`config.mk`:
```
export PLATFORM = sky130hd
export DESIGN_NAME = mem_arbiter_flat
export DESIGN_NICKNAME = d
export VERILOG_FILES = /design/src/rtl/mem_arbiter_if.sv /design/src/rtl/mem_arbiter.sv /design/src/flat_wrapper.sv
export SDC_FILE = /design/constraint.sdc
export NUM_CORES = 1
export LEC_CHECK = 0
export CAP_MARGIN = 20
export CELL_PAD_IN_SITES_DETAIL_PLACEMENT = 1
export CELL_PAD_IN_SITES_GLOBAL_PLACEMENT = 1
export CORE_ASPECT_RATIO = 2
export CORE_MARGIN = 5
export CORE_UTILIZATION = 29
export DETAILED_ROUTE_END_ITERATION = 12
export MAX_ROUTING_LAYER = met4
export PLACE_DENSITY_LB_ADDON = 0.1
export SLEW_MARGIN = 40
export SYNTH_ARGS = -nofsm -noshare
export SYNTH_HDL_FRONTEND = slang
export SYNTH_SLANG_ARGS = --single-unit
```
`constraint.sdc`:
```
create_clock -name clk -period 1.8 [get_ports clk]
set_input_delay 0.54 -clock clk [delete_from_list [all_inputs] [get_ports clk]]
set_output_delay 0.54 -clock clk [all_outputs]
set_load 0.02 [all_outputs]
```
`src/rtl/mem_arbiter_if.sv`:
```
// Bus bundle shared by the fetch path, the load/store path and the unified memory port.
// The slave modport is the arbiter's view; master is the core-plus-memory side.
interface mem_arbiter_if #(
  parameter int unsigned DATA_WIDTH = 32,
  parameter int unsigned ADDR_WIDTH = 32
);
  localparam int unsigned BE_WIDTH = 4;

  logic                  if_req;
  logic [ADDR_WIDTH-1:0] if_addr;
  logic [DATA_WIDTH-1:0] if_rdata;
  logic                  if_valid;

  logic                  d_req;
  logic                  d_we;
  logic [ADDR_WIDTH-1:0] d_addr;
  logic [DATA_WIDTH-1:0] d_wdata;
  logic [BE_WIDTH-1:0]   d_be;
  logic [DATA_WIDTH-1:0] d_rdata;
  logic                  d_valid;

  logic                  mem_req;
  logic                  mem_we;
  logic [ADDR_WIDTH-1:0] mem_addr;
  logic [DATA_WIDTH-1:0] mem_wdata;
  logic [BE_WIDTH-1:0]   mem_be;
  logic                  mem_ready;
  logic [DATA_WIDTH-1:0] mem_rdata;

  modport slave (
    input  if_req, if_addr, d_req, d_we, d_addr, d_wdata, d_be, mem_ready, mem_rdata,
    output if_rdata, if_valid, d_rdata, d_valid,
           mem_req, mem_we, mem_addr, mem_wdata, mem_be
  );

  modport master (
    output if_req, if_addr, d_req, d_we, d_addr, d_wdata, d_be, mem_ready, mem_rdata,
    input  if_rdata, if_valid, d_rdata, d_valid,
           mem_req, mem_we, mem_addr, mem_wdata, mem_be
  );
endinterface

```
`src/rtl/mem_arbiter.sv`:
```
// Shares one memory port between instruction fetch and load/store traffic.
// Data has priority; a bounded data streak guarantees fetch progress.
module mem_arbiter #(
  parameter int unsigned DATA_WIDTH      = 32,
  parameter int unsigned ADDR_WIDTH      = 32,
  parameter int unsigned MAX_DATA_STREAK = 2
) (
  input  logic clk,
  input  logic rst,
  mem_arbiter_if.slave bus
);

  localparam int unsigned BE_WIDTH = 4;
  localparam int unsigned SW       = $clog2(MAX_DATA_STREAK + 1);
  localparam logic [SW-1:0] STREAK_MAX = SW'(MAX_DATA_STREAK);

  typedef enum logic [1:0] {
    ST_IDLE = 2'd0,
    ST_BUSY = 2'd1,
    ST_RESP = 2'd2
  } state_t;

  state_t                r_state;
  logic                  r_owner_d;
  logic [SW-1:0]         r_streak;
  logic                  r_mem_req;
  logic                  r_mem_we;
  logic [ADDR_WIDTH-1:0] r_mem_addr;
  logic [DATA_WIDTH-1:0] r_mem_wdata;
  logic [BE_WIDTH-1:0]   r_mem_be;
  logic [DATA_WIDTH-1:0] r_if_rdata;
  logic                  r_if_valid;
  logic [DATA_WIDTH-1:0] r_d_rdata;
  logic                  r_d_valid;

  logic w_any_req;
  logic w_grant_d;

  // Data wins a tie unless it has already used up its streak allowance.
  assign w_any_req = bus.if_req | bus.d_req;
  assign w_grant_d = bus.d_req & (~bus.if_req | (r_streak != STREAK_MAX));

  always_ff @(posedge clk) begin
    if (rst) begin
      r_state     <= ST_IDLE;
      r_owner_d   <= 1'b0;
      r_streak    <= '0;
      r_mem_req   <= 1'b0;
      r_mem_we    <= 1'b0;
      r_mem_addr  <= '0;
      r_mem_wdata <= '0;
      r_mem_be    <= '0;
      r_if_rdata  <= '0;
      r_if_valid  <= 1'b0;
      r_d_rdata   <= '0;
      r_d_valid   <= 1'b0;
    end else begin
      r_if_valid <= 1'b0;
      r_d_valid  <= 1'b0;
      case (r_state)
        ST_IDLE: begin
          if (w_any_req) begin
            r_state   <= ST_BUSY;
            r_mem_req <= 1'b1;
            if (w_grant_d) begin
              r_owner_d   <= 1'b1;
              r_mem_we    <= bus.d_we;
              r_mem_addr  <= bus.d_addr;
              r_mem_wdata <= bus.d_wdata;
              r_mem_be    <= bus.d_be;
              if (!bus.if_req) begin
                r_streak <= '0;
              end else if (r_streak != STREAK_MAX) begin
                r_streak <= r_streak + SW'(1);
              end
            end else begin
              r_owner_d  <= 1'b0;
              r_mem_we   <= 1'b0;
              r_mem_addr <= bus.if_addr;
              r_mem_be   <= '0;
              r_streak   <= '0;
            end
          end
        end
        ST_BUSY: begin
          if (bus.mem_ready) begin
            r_state   <= ST_RESP;
            r_mem_req <= 1'b0;
            r_mem_we  <= 1'b0;
            r_mem_be  <= '0;
            if (r_owner_d) begin
              r_d_rdata <= r_mem_we ? '0 : bus.mem_rdata;
              r_d_valid <= 1'b1;
            end else begin
              r_if_rdata <= bus.mem_rdata;
              r_if_valid <= 1'b1;
            end
          end
        end
        ST_RESP: begin
          r_state <= ST_IDLE;
        end
        default: begin
          r_state   <= ST_IDLE;
          r_mem_req <= 1'b0;
          r_mem_we  <= 1'b0;
          r_mem_be  <= '0;
        end
      endcase
    end
  end

  assign bus.if_rdata  = r_if_rdata;
  assign bus.if_valid  = r_if_valid;
  assign bus.d_rdata   = r_d_rdata;
  assign bus.d_valid   = r_d_valid;
  assign bus.mem_req   = r_mem_req;
  assign bus.mem_we    = r_mem_we;
  assign bus.mem_addr  = r_mem_addr;
  assign bus.mem_wdata = r_mem_wdata;
  assign bus.mem_be    = r_mem_be;

endmodule

```
`src/flat_wrapper.sv`:
```
// flat-port wrapper written by rule: the top's interface ports become plain ports
module mem_arbiter_flat 
#(
  parameter int unsigned DATA_WIDTH      = 32,
  parameter int unsigned ADDR_WIDTH      = 32,
  parameter int unsigned MAX_DATA_STREAK = 2
)
  (clk, rst, bus_if_req, bus_if_addr, bus_d_req, bus_d_we, bus_d_addr, bus_d_wdata, bus_d_be, bus_mem_ready, bus_mem_rdata, bus_if_rdata, bus_if_valid, bus_d_rdata, bus_d_valid, bus_mem_req, bus_mem_we, bus_mem_addr, bus_mem_wdata, bus_mem_be);
  mem_arbiter_if #(.DATA_WIDTH(DATA_WIDTH), .ADDR_WIDTH(ADDR_WIDTH)) bus_i ();
  input  logic clk;
  input  logic rst;
  input wire logic [$bits(bus_i.if_req)-1:0] bus_if_req;
  input wire logic [$bits(bus_i.if_addr)-1:0] bus_if_addr;
  input wire logic [$bits(bus_i.d_req)-1:0] bus_d_req;
  input wire logic [$bits(bus_i.d_we)-1:0] bus_d_we;
  input wire logic [$bits(bus_i.d_addr)-1:0] bus_d_addr;
  input wire logic [$bits(bus_i.d_wdata)-1:0] bus_d_wdata;
  input wire logic [$bits(bus_i.d_be)-1:0] bus_d_be;
  input wire logic [$bits(bus_i.mem_ready)-1:0] bus_mem_ready;
  input wire logic [$bits(bus_i.mem_rdata)-1:0] bus_mem_rdata;
  output wire logic [$bits(bus_i.if_rdata)-1:0] bus_if_rdata;
  output wire logic [$bits(bus_i.if_valid)-1:0] bus_if_valid;
  output wire logic [$bits(bus_i.d_rdata)-1:0] bus_d_rdata;
  output wire logic [$bits(bus_i.d_valid)-1:0] bus_d_valid;
  output wire logic [$bits(bus_i.mem_req)-1:0] bus_mem_req;
  output wire logic [$bits(bus_i.mem_we)-1:0] bus_mem_we;
  output wire logic [$bits(bus_i.mem_addr)-1:0] bus_mem_addr;
  output wire logic [$bits(bus_i.mem_wdata)-1:0] bus_mem_wdata;
  output wire logic [$bits(bus_i.mem_be)-1:0] bus_mem_be;
  assign bus_i.if_req = bus_if_req;
  assign bus_i.if_addr = bus_if_addr;
  assign bus_i.d_req = bus_d_req;
  assign bus_i.d_we = bus_d_we;
  assign bus_i.d_addr = bus_d_addr;
  assign bus_i.d_wdata = bus_d_wdata;
  assign bus_i.d_be = bus_d_be;
  assign bus_i.mem_ready = bus_mem_ready;
  assign bus_i.mem_rdata = bus_mem_rdata;
  assign bus_if_rdata = bus_i.if_rdata;
  assign bus_if_valid = bus_i.if_valid;
  assign bus_d_rdata = bus_i.d_rdata;
  assign bus_d_valid = bus_i.d_valid;
  assign bus_mem_req = bus_i.mem_req;
  assign bus_mem_we = bus_i.mem_we;
  assign bus_mem_addr = bus_i.mem_addr;
  assign bus_mem_wdata = bus_i.mem_wdata;
  assign bus_mem_be = bus_i.mem_be;
  mem_arbiter #(.DATA_WIDTH(DATA_WIDTH), .ADDR_WIDTH(ADDR_WIDTH), .MAX_DATA_STREAK(MAX_DATA_STREAK)) u_core (.clk(clk), .rst(rst), .bus(bus_i));
endmodule
```
* Word level (Yosys, flattened, before mapping)
Cells that the tools add are included.
Storage, ports and cells: register bits 141, bits in latches 0, RAM bits 0, ROM bits 0, bits of input ports 138, memories 0
Cells by class: $add $sub $neg 1, multiply operators 0, div/mod/pow operators 0, magnitude comparators 0, equality and inequality tests 6, shifts and indexed selects 0, multiplexer cells 21, bitwise logic cells 8, reductions and logical operators 9
Operator list (number):
- two-way mux 32 bit | 2
- AND reduction 3 bit | 5
- two-way mux 4 bit | 3
- one-hot mux 4 bit (3 select lines) | 1
- two-way mux 2 bit | 5
- two-way mux 1 bit | 7
- one-hot mux 1 bit (3 select lines) | 2
- inverter 1 bit | 5
- != test 2 bit, second input constant | 2
- one-hot mux 2 bit (2 select lines) | 1
- AND reduction 2 bit | 2
- != test 3 bit, second input constant | 1
- OR reduction 3 bit | 1
- adder 2 x 1 -> 2 bit, second input constant | 1
- equality test 2 x 1 -> 1 bit, second input constant | 1
- equality test 2 bit, second input constant | 1
- logical NOT 2 bit | 1
- != test 2 x 1 -> 1 bit, second input constant | 1
- bitwise OR 1 bit | 2
- AND 1 bit | 1

* Longest topological paths before layout
word-level depth 6, depth in mapped cells 7, depth with buffers taken out 5

* Worst setup path before layout
Ideal clock, no wire load.
kind input -> register, from in rst, to reg u_core.r_if_rdata[11], in the netlist u_core.bus.if_rdata[11], library setup time 132 ps, arrival 1261 ps, setup slack 407 ps, cell stages on the path 4, path buffers 3, cell sequence buf_2 -> buf_2 -> clkbuf_1 -> a21oi_1
RTL lines:
- from (decl) | RTL line flat_wrapper.sv:11 | input logic rst;
- to (signal assigned) | RTL line mem_arbiter.sv:95 | r_if_rdata <= bus.mem_rdata;
- to (decl) | RTL line mem_arbiter.sv:31 | logic [DATA_WIDTH-1:0] r_if_rdata;
No word-level cell between the ends.

* Worst setup path after layout
from reg u_core.r_mem_addr[5], in the netlist u_core.bus.mem_addr[5], to out bus_mem_addr[5]
RTL lines:
- from (decl) | RTL line mem_arbiter.sv:28 | logic [ADDR_WIDTH-1:0] r_mem_addr;
- from (signal assigned) | RTL line mem_arbiter.sv:68 | r_mem_addr <= bus.d_addr;
- from (signal assigned) | RTL line mem_arbiter.sv:79 | r_mem_addr <= bus.if_addr;
- to (decl) | RTL line flat_wrapper.sv:27 | output wire logic [$bits(bus_i.mem_addr)-1:0] bus_mem_addr;
No word-level cell between the ends.

==> results.md <==
* Crit path buffers/inverters at 1
* HP Class: input port to flop
* WS Path Type: flop to output port
* Cell area after synthesis at 0.00579 mm²
* Ys async rst share at 0
* Cell count after synthesis at 664
* Max FO, Critical Path at 2
* Post-DR vias/cell at 4.91
* Fin Clk Skew at 0.00759 ns
* Crit-path cells: dlygate4sd2_1
* Layout cells sized above 1 at 0.104
* Largest net degree at the start of global routing at 69
* Top delay family on crit path: buffers and inverters
* Nets at 1055
* WP data required at 1.26 ns
* Leak pwr at 0.00388 µW
* Critical path's slowest cell: dlygate4sd2_1
* TritonCTS buffer count at 17
* I/O pin count at 274
* Core area at 0.0198 mm²
* TritonRoute pass-1 iters at 4
* Final period utilization at 0.939
* Clock transition at the registers of the reported paths at 0.07 ns
* Cts-stage hold buffer count at 0
* Number of synthesized flops with an enable pin at 0
* Initial antenna violation count at 0
* Adder-cell share of the synthesized area at 0.00216
* Slew headroom at 0.752
* Root Driver: clkbuf_16
* Clock Path Buffers at 2
* Vias in the first global route at 6440
* Maxcap violations at 0
* Initial core utilization at 0.292
* CP arrival at 1.15 ns
* Total die area at 0.0231 mm²
* Row cnt at 73
* Chip Height at 210 µm
* Routed wire length at 22.6 mm
* Diode count at 0
* GR Overflow Total at 0
* ANT nets after route at 0
* Synth cell types at 31
* Unrepaired setup endpoints after global routing: false
* Status: finished, final reports clean
* HPWL after detailed placement at 16.9 mm
* CTS tree: built
* Fmax achieved at 592 MHz
* Post-CTS Setup Bufs at 0
* Total Power at 9020 µW
* Final hold vios at 0
* Post-synthesis mux area share at 0
* Via Count at 5849
* Routability congestion estimate at 0.795
* Post-Synth XOR/XNOR Area at 0
* Biggest area consumer among synthesized cells: dfxtp_1
* Worst skew pair latency at 0.42 ns
* Post-synthesis simple-gate area fraction at 0.198
* GRT Overall Usage at 0.202
* Setup crit end kind: output port
* Worst Max-Slew Pin Slew at 0.372 ns
* H-tree levels at 4
* Synth Flop Type: dfxtp_1
* Hold slack at 0.441 ns
* First-pass GRT wire length at 34.5 mm
* Main combinational cell family by area after synthesis: compound AO/OA/AOI/OAI gates
* Avg WL per Cell at 19.0 µm
* Resized cells post-CTS at 136
* Register area share after synthesis at 0.487
* Final Setup Violations at 0
* Final Max Tran Viols at 0
* Syn_nets at 803
* Synth warnings at 0
* Area grow syn2layout at 61.5%
* Die width at 110 µm
* Clk sink count at 141
* Max VDD drop at 0.530 mV
* Slowest Stage Delay on Critical Path at 0.39 ns
* DR DRC count at 0
* Worst Setup Start Kind: flop
* Power per cell area at 964 mW/mm²
* Fin crit period at 1.69 ns
* Compound-Gate Fraction of Synth Area at 0.242
* Top post-synthesis cells by area: dfxtp_1, a21oi_1, nand2_1
* Mean Syn Cell Area at 8.73 µm²
* Port bufs at 273
* Share of the synthesized area in the top cell type at 0.487
* DRC marker count from the first detailed-route iteration at 213
* Synthesized flop and latch total at 141
## final cells by class
class | count | area, µm²
Clock buffer | 19 | 453
Clock inverter | 13 | 213
Fill cell | 2380 | 10500
Inverter | 2 | 7.51
Multi-Input combinational cell | 455 | 2590
Sequential cell | 141 | 2820
Tap cell | 262 | 328
Timing Repair Buffer | 299 | 2940
## kinds of logic after synthesis
kind of cell,Yosys count
AO/OA/AOI/OAI,210
adder cells (fa/ha/maj),1
buffers and inverters,68
flip-flops,141
AND/OR/NAND/NOR,244
## placed cells by master (no fill, tap or decap), types with 5 or more instances in the layout
cell type        count
a21oi_1            133
a22o_1               5
a311oi_2            30
buf_12              15
buf_4               12
bufinv_16            5
clkbuf_16           17
clkdlybuf4s50_1    136
dfxtp_1            141
dlygate4sd2_1      136
nand2_1            163
nand3_1             32
nand3b_1            33
o21ai_0             36
## power by group
group          internal, µW  switching, µW
registers              3310            103
logic                   755            893
clock network          2540           1420
## stage by stage
stage	setup WS, ns	area [µm²]	utilization	setup TNS (ns)	std cells
after detailed placement	-0.296	8860	0.447	-24.19	1159
after global routing	0.0252	9360	0.472	0	1191
final	0.110	9360	0.472	0	1191
after CTS	0.0859	9360	0.472	0	1191
after floorplan	0.407	5790	-	0	664
after global placement	-0.244	8860	0.447	-16.47	1159
## cells in the mapped netlist (5+ instances only)
cell / count
nand3b_1: 33
nand2_1: 163
buf_6: 11
dfxtp_1: 141
nand3_1: 32
a311oi_2: 30
clkbuf_1: 17
o21ai_0: 36
a22o_1: 5
a21oi_1: 133
buf_4: 9
buf_2: 23
## layer usage
| layer | global-route usage | wire [µm] |
|---|---|---|
| met5 | - | 0 |
| met4 | 0.0827 | 649 |
| met3 | 0.0446 | 1170 |
| met2 | 0.385 | 13200 |
| met1 | 0.185 | 7660 |
## path summary, 6_finish.rpt
path,start,end,slack (ns),depth (start not counted)
max reg2reg,u_core.r_state[1]$_SDFFE_PP0P_,u_core.bus.mem_wdata[21]$_SDFFE_PP0P_,0.17,4
min,rst,u_core.r_state[1]$_SDFFE_PP0P_,0.44,3
max,u_core.bus.mem_addr[5]$_SDFFE_PP0P_,bus_mem_addr[5],0.11,1
min reg2reg,u_core.bus.d_rdata[1]$_SDFFE_PP0P_,u_core.bus.d_rdata[1]$_SDFFE_PP0P_,0.45,2
## flip-flops by register name, indices dropped and copies added (netlist names)
name,cells
u_core.bus.d_rdata,32
u_core.bus.d_valid,1
u_core.bus.if_rdata,32
u_core.bus.if_valid,1
u_core.bus.mem_addr,32
u_core.bus.mem_be,4
u_core.bus.mem_req,1
u_core.bus.mem_wdata,32
u_core.bus.mem_we,1
u_core.r_owner_d,1
u_core.r_state,2
u_core.r_streak,2
## worst reg2reg max path, delay by kind of cell, from the launching register on
| family | cells | cell delay, ns |
|---|---|---|
| DFF | 1 | 0.54 |
| AOI/OAI and AO/OA | 2 | 0.35 |
| and+or+nand+nor | 1 | 0.29 |
| buffers and inverters | 1 | 0.37 |
Power figures use the tool's default switching activity.
==> patch, RTL diff (config.mk and constraints unchanged) <==
`ADDR_WIDTH` is set to 32 in 3 places; all go to 28.
--- a/src/rtl/mem_arbiter_if.sv
+++ b/src/rtl/mem_arbiter_if.sv
@@ -3,5 +3,5 @@
 interface mem_arbiter_if #(
   parameter int unsigned DATA_WIDTH = 32,
-  parameter int unsigned ADDR_WIDTH = 32
+  parameter int unsigned ADDR_WIDTH = 28
 );
   localparam int unsigned BE_WIDTH = 4;
--- a/src/rtl/mem_arbiter.sv
+++ b/src/rtl/mem_arbiter.sv
@@ -3,5 +3,5 @@
 module mem_arbiter #(
   parameter int unsigned DATA_WIDTH      = 32,
-  parameter int unsigned ADDR_WIDTH      = 32,
+  parameter int unsigned ADDR_WIDTH      = 28,
   parameter int unsigned MAX_DATA_STREAK = 2
 ) (
--- a/src/flat_wrapper.sv
+++ b/src/flat_wrapper.sv
@@ -3,5 +3,5 @@
 #(
   parameter int unsigned DATA_WIDTH      = 32,
-  parameter int unsigned ADDR_WIDTH      = 32,
+  parameter int unsigned ADDR_WIDTH      = 28,
   parameter int unsigned MAX_DATA_STREAK = 2
 )
Interface: changed (resized bus_d_addr, bus_if_addr and bus_mem_addr); port bits go from 274 to 262. No check against the original RTL was run, so the function may have changed too.
==> patch against the unedited design <==
Worst setup slack got worse by 0.051 ns; power is 7.8% lower; area after synthesis fell by 8.2%; design area down 7.0%; routed wire length down 4.2%; sequential cell count fell by 4; global-route usage grew 0.37 points; die area down 7.6%; largest cell class unchanged; largest power group unchanged; highest routed layer unchanged.
==> patch: results (changes against the unedited design) <==
Outcome
  – Status: complete, no violations

Placed design
  – HPWL Detailed: 15600 µm (-7.8%)
  – # port buffers: 261 (-4.4%)
  – Gpl congestion: 0.793 (-0.25%)
  – Pre-CTS WS: -0.391 ns (-0.0951 ns)

Cells and area
  – Layout net count: 1016 (-3.7%)
  – Syn-to-layout area delta: 63.5%
  – Share of layout cells above drive strength 1: 7.37% (-3.1 points)

Synth
  – Synth cell count leaders: nand2_1, dfxtp_1, a21oi_1, clkbuf_1, o21ai_0
  – Netlist cell types: 30 (-3.2%)
  – Synth top area cells: dfxtp_1, a21oi_1, nand2_1, nand3b_1, a311oi_1
  – Sequential share of the synthesized area: 51.5% (+2.8 points)
  – Post-synth net total: 773 (-3.7%)
  – EDFF count, synth: 0 (unchanged)

Pwr
  – Sw Share: 26.6% (-0.17 points)
  – Design Power: 0.00832 W (-7.8%)
  – Logic gate share of total power: 17.7% (-0.6 points)
  – Flop pwr share: 39.8% (+1.9 points)
  – Worst vdd ir: 0.586 mV (+11%)
  – Leak: 3.68 nW (-5.1%)

Clock tree
  – Clock latency at the later pin of the worst-skew pair: 0.42 ns (about the same)
  – Clk root buf: clkbuf_16
  – Post-CTS Setup Bufs: 0 (unchanged)

Detailed routing
  – Routed vias: 5708 (-2.4%)
  – Met3 WL: 1040 µm (-11%)
  – Initial DRC count: 165 (-23%)
  – Met2 routed WL: 12000 µm (-8.5%)
  – M1 WL: 7750 µm (+1.1%)
  – Final wirelength: 21700 µm (-4.2%)

GRT
  – First-pass GRT wire length: 33300 µm (-3.7%)
  – Met3 GRT Util: 4.88% (+0.42 points)
  – Met2 Use GR: 38.1% (-0.38 points)
  – Antenna violations before repair: 2 (+2)
  – Gr usage total: 20.5% (+0.37 points)
  – Met1 Use GR: 19.6% (+1.2 points)
  – Largest net degree at the start of global routing: 72 (+4.3%)
  – Vias in the first global route: 6119 (-5.0%)

Critical path
  – Worst Path Arrival: 2.04 ns (+0.89 ns)
  – Worst-path fanout max: 29 (+27)

Worst hold path
  – Class of the worst hold path: reg2reg

Timing
  – Final Skew: 0.00775 ns (+0.000160 ns)
  – Max_slew headroom: 49.1% (-26 points)
patch: kinds of logic after synthesis:
group           Yosys count  synth area share, %
flops                   137                 51.5
buf+inv                  66                 5.45
compound gates          202                 21.8
fa+ha+maj                 1                0.235
simple gates            236                 20.9
patch: final cells by class:
type | count | area (µm²)
antenna | 2 | 5.00
clock buffer | 22 | 464
clock inverter | 8 | 121
fill | 2161 | 9520
inverter | 2 | 7.51
multi-input combinational | 440 | 2320
sequential | 137 | 2740
tap | 216 | 270
timing repair buffer | 287 | 2770
patch: critical path: stages:
cell,delay (ns)
clkdlybuf4s50_1,0.49
buf_4,0.19
a21boi_4,0.18
buf_12,0.20
nand2_1,0.08
a311oi_1,0.35
patch: final timing paths:
path	startpoint	end	slack, ns	cells past startpoint
setup / recovery	bus_if_req	u_core.bus.mem_addr[2]$_SDFFE_PP0P_	0.06	6
hold / removal	u_core.bus.d_rdata[1]$_SDFFE_PP0P_	u_core.bus.d_rdata[1]$_SDFFE_PP0P_	0.45	2
setup reg to reg	u_core.r_streak[0]$_SDFFE_PP0P_	u_core.bus.mem_addr[2]$_SDFFE_PP0P_	0.19	6
hold reg to reg	u_core.bus.d_rdata[1]$_SDFFE_PP0P_	u_core.bus.d_rdata[1]$_SDFFE_PP0P_	0.45	2
patch: stage by stage:
stage,hold WS (ns),std cells,area [µm²],setup TNS [ns]
floorplan,0.453,642,5320,0
global placement,0.438,1081,8260,-21.91
detailed placement,0.446,1081,8260,-27.90
CTS,0.449,1112,8690,0
global route,0.465,1114,8700,-0.000592
finish,0.446,1114,8700,0
patch: repair_timing:
action	4_1_cts	5_1_grt
resized for setup	132	2
hold endpoints to repair	0	0
endpoints found under the setup margin	133	24
cloned	1	0
pin swaps	1	0
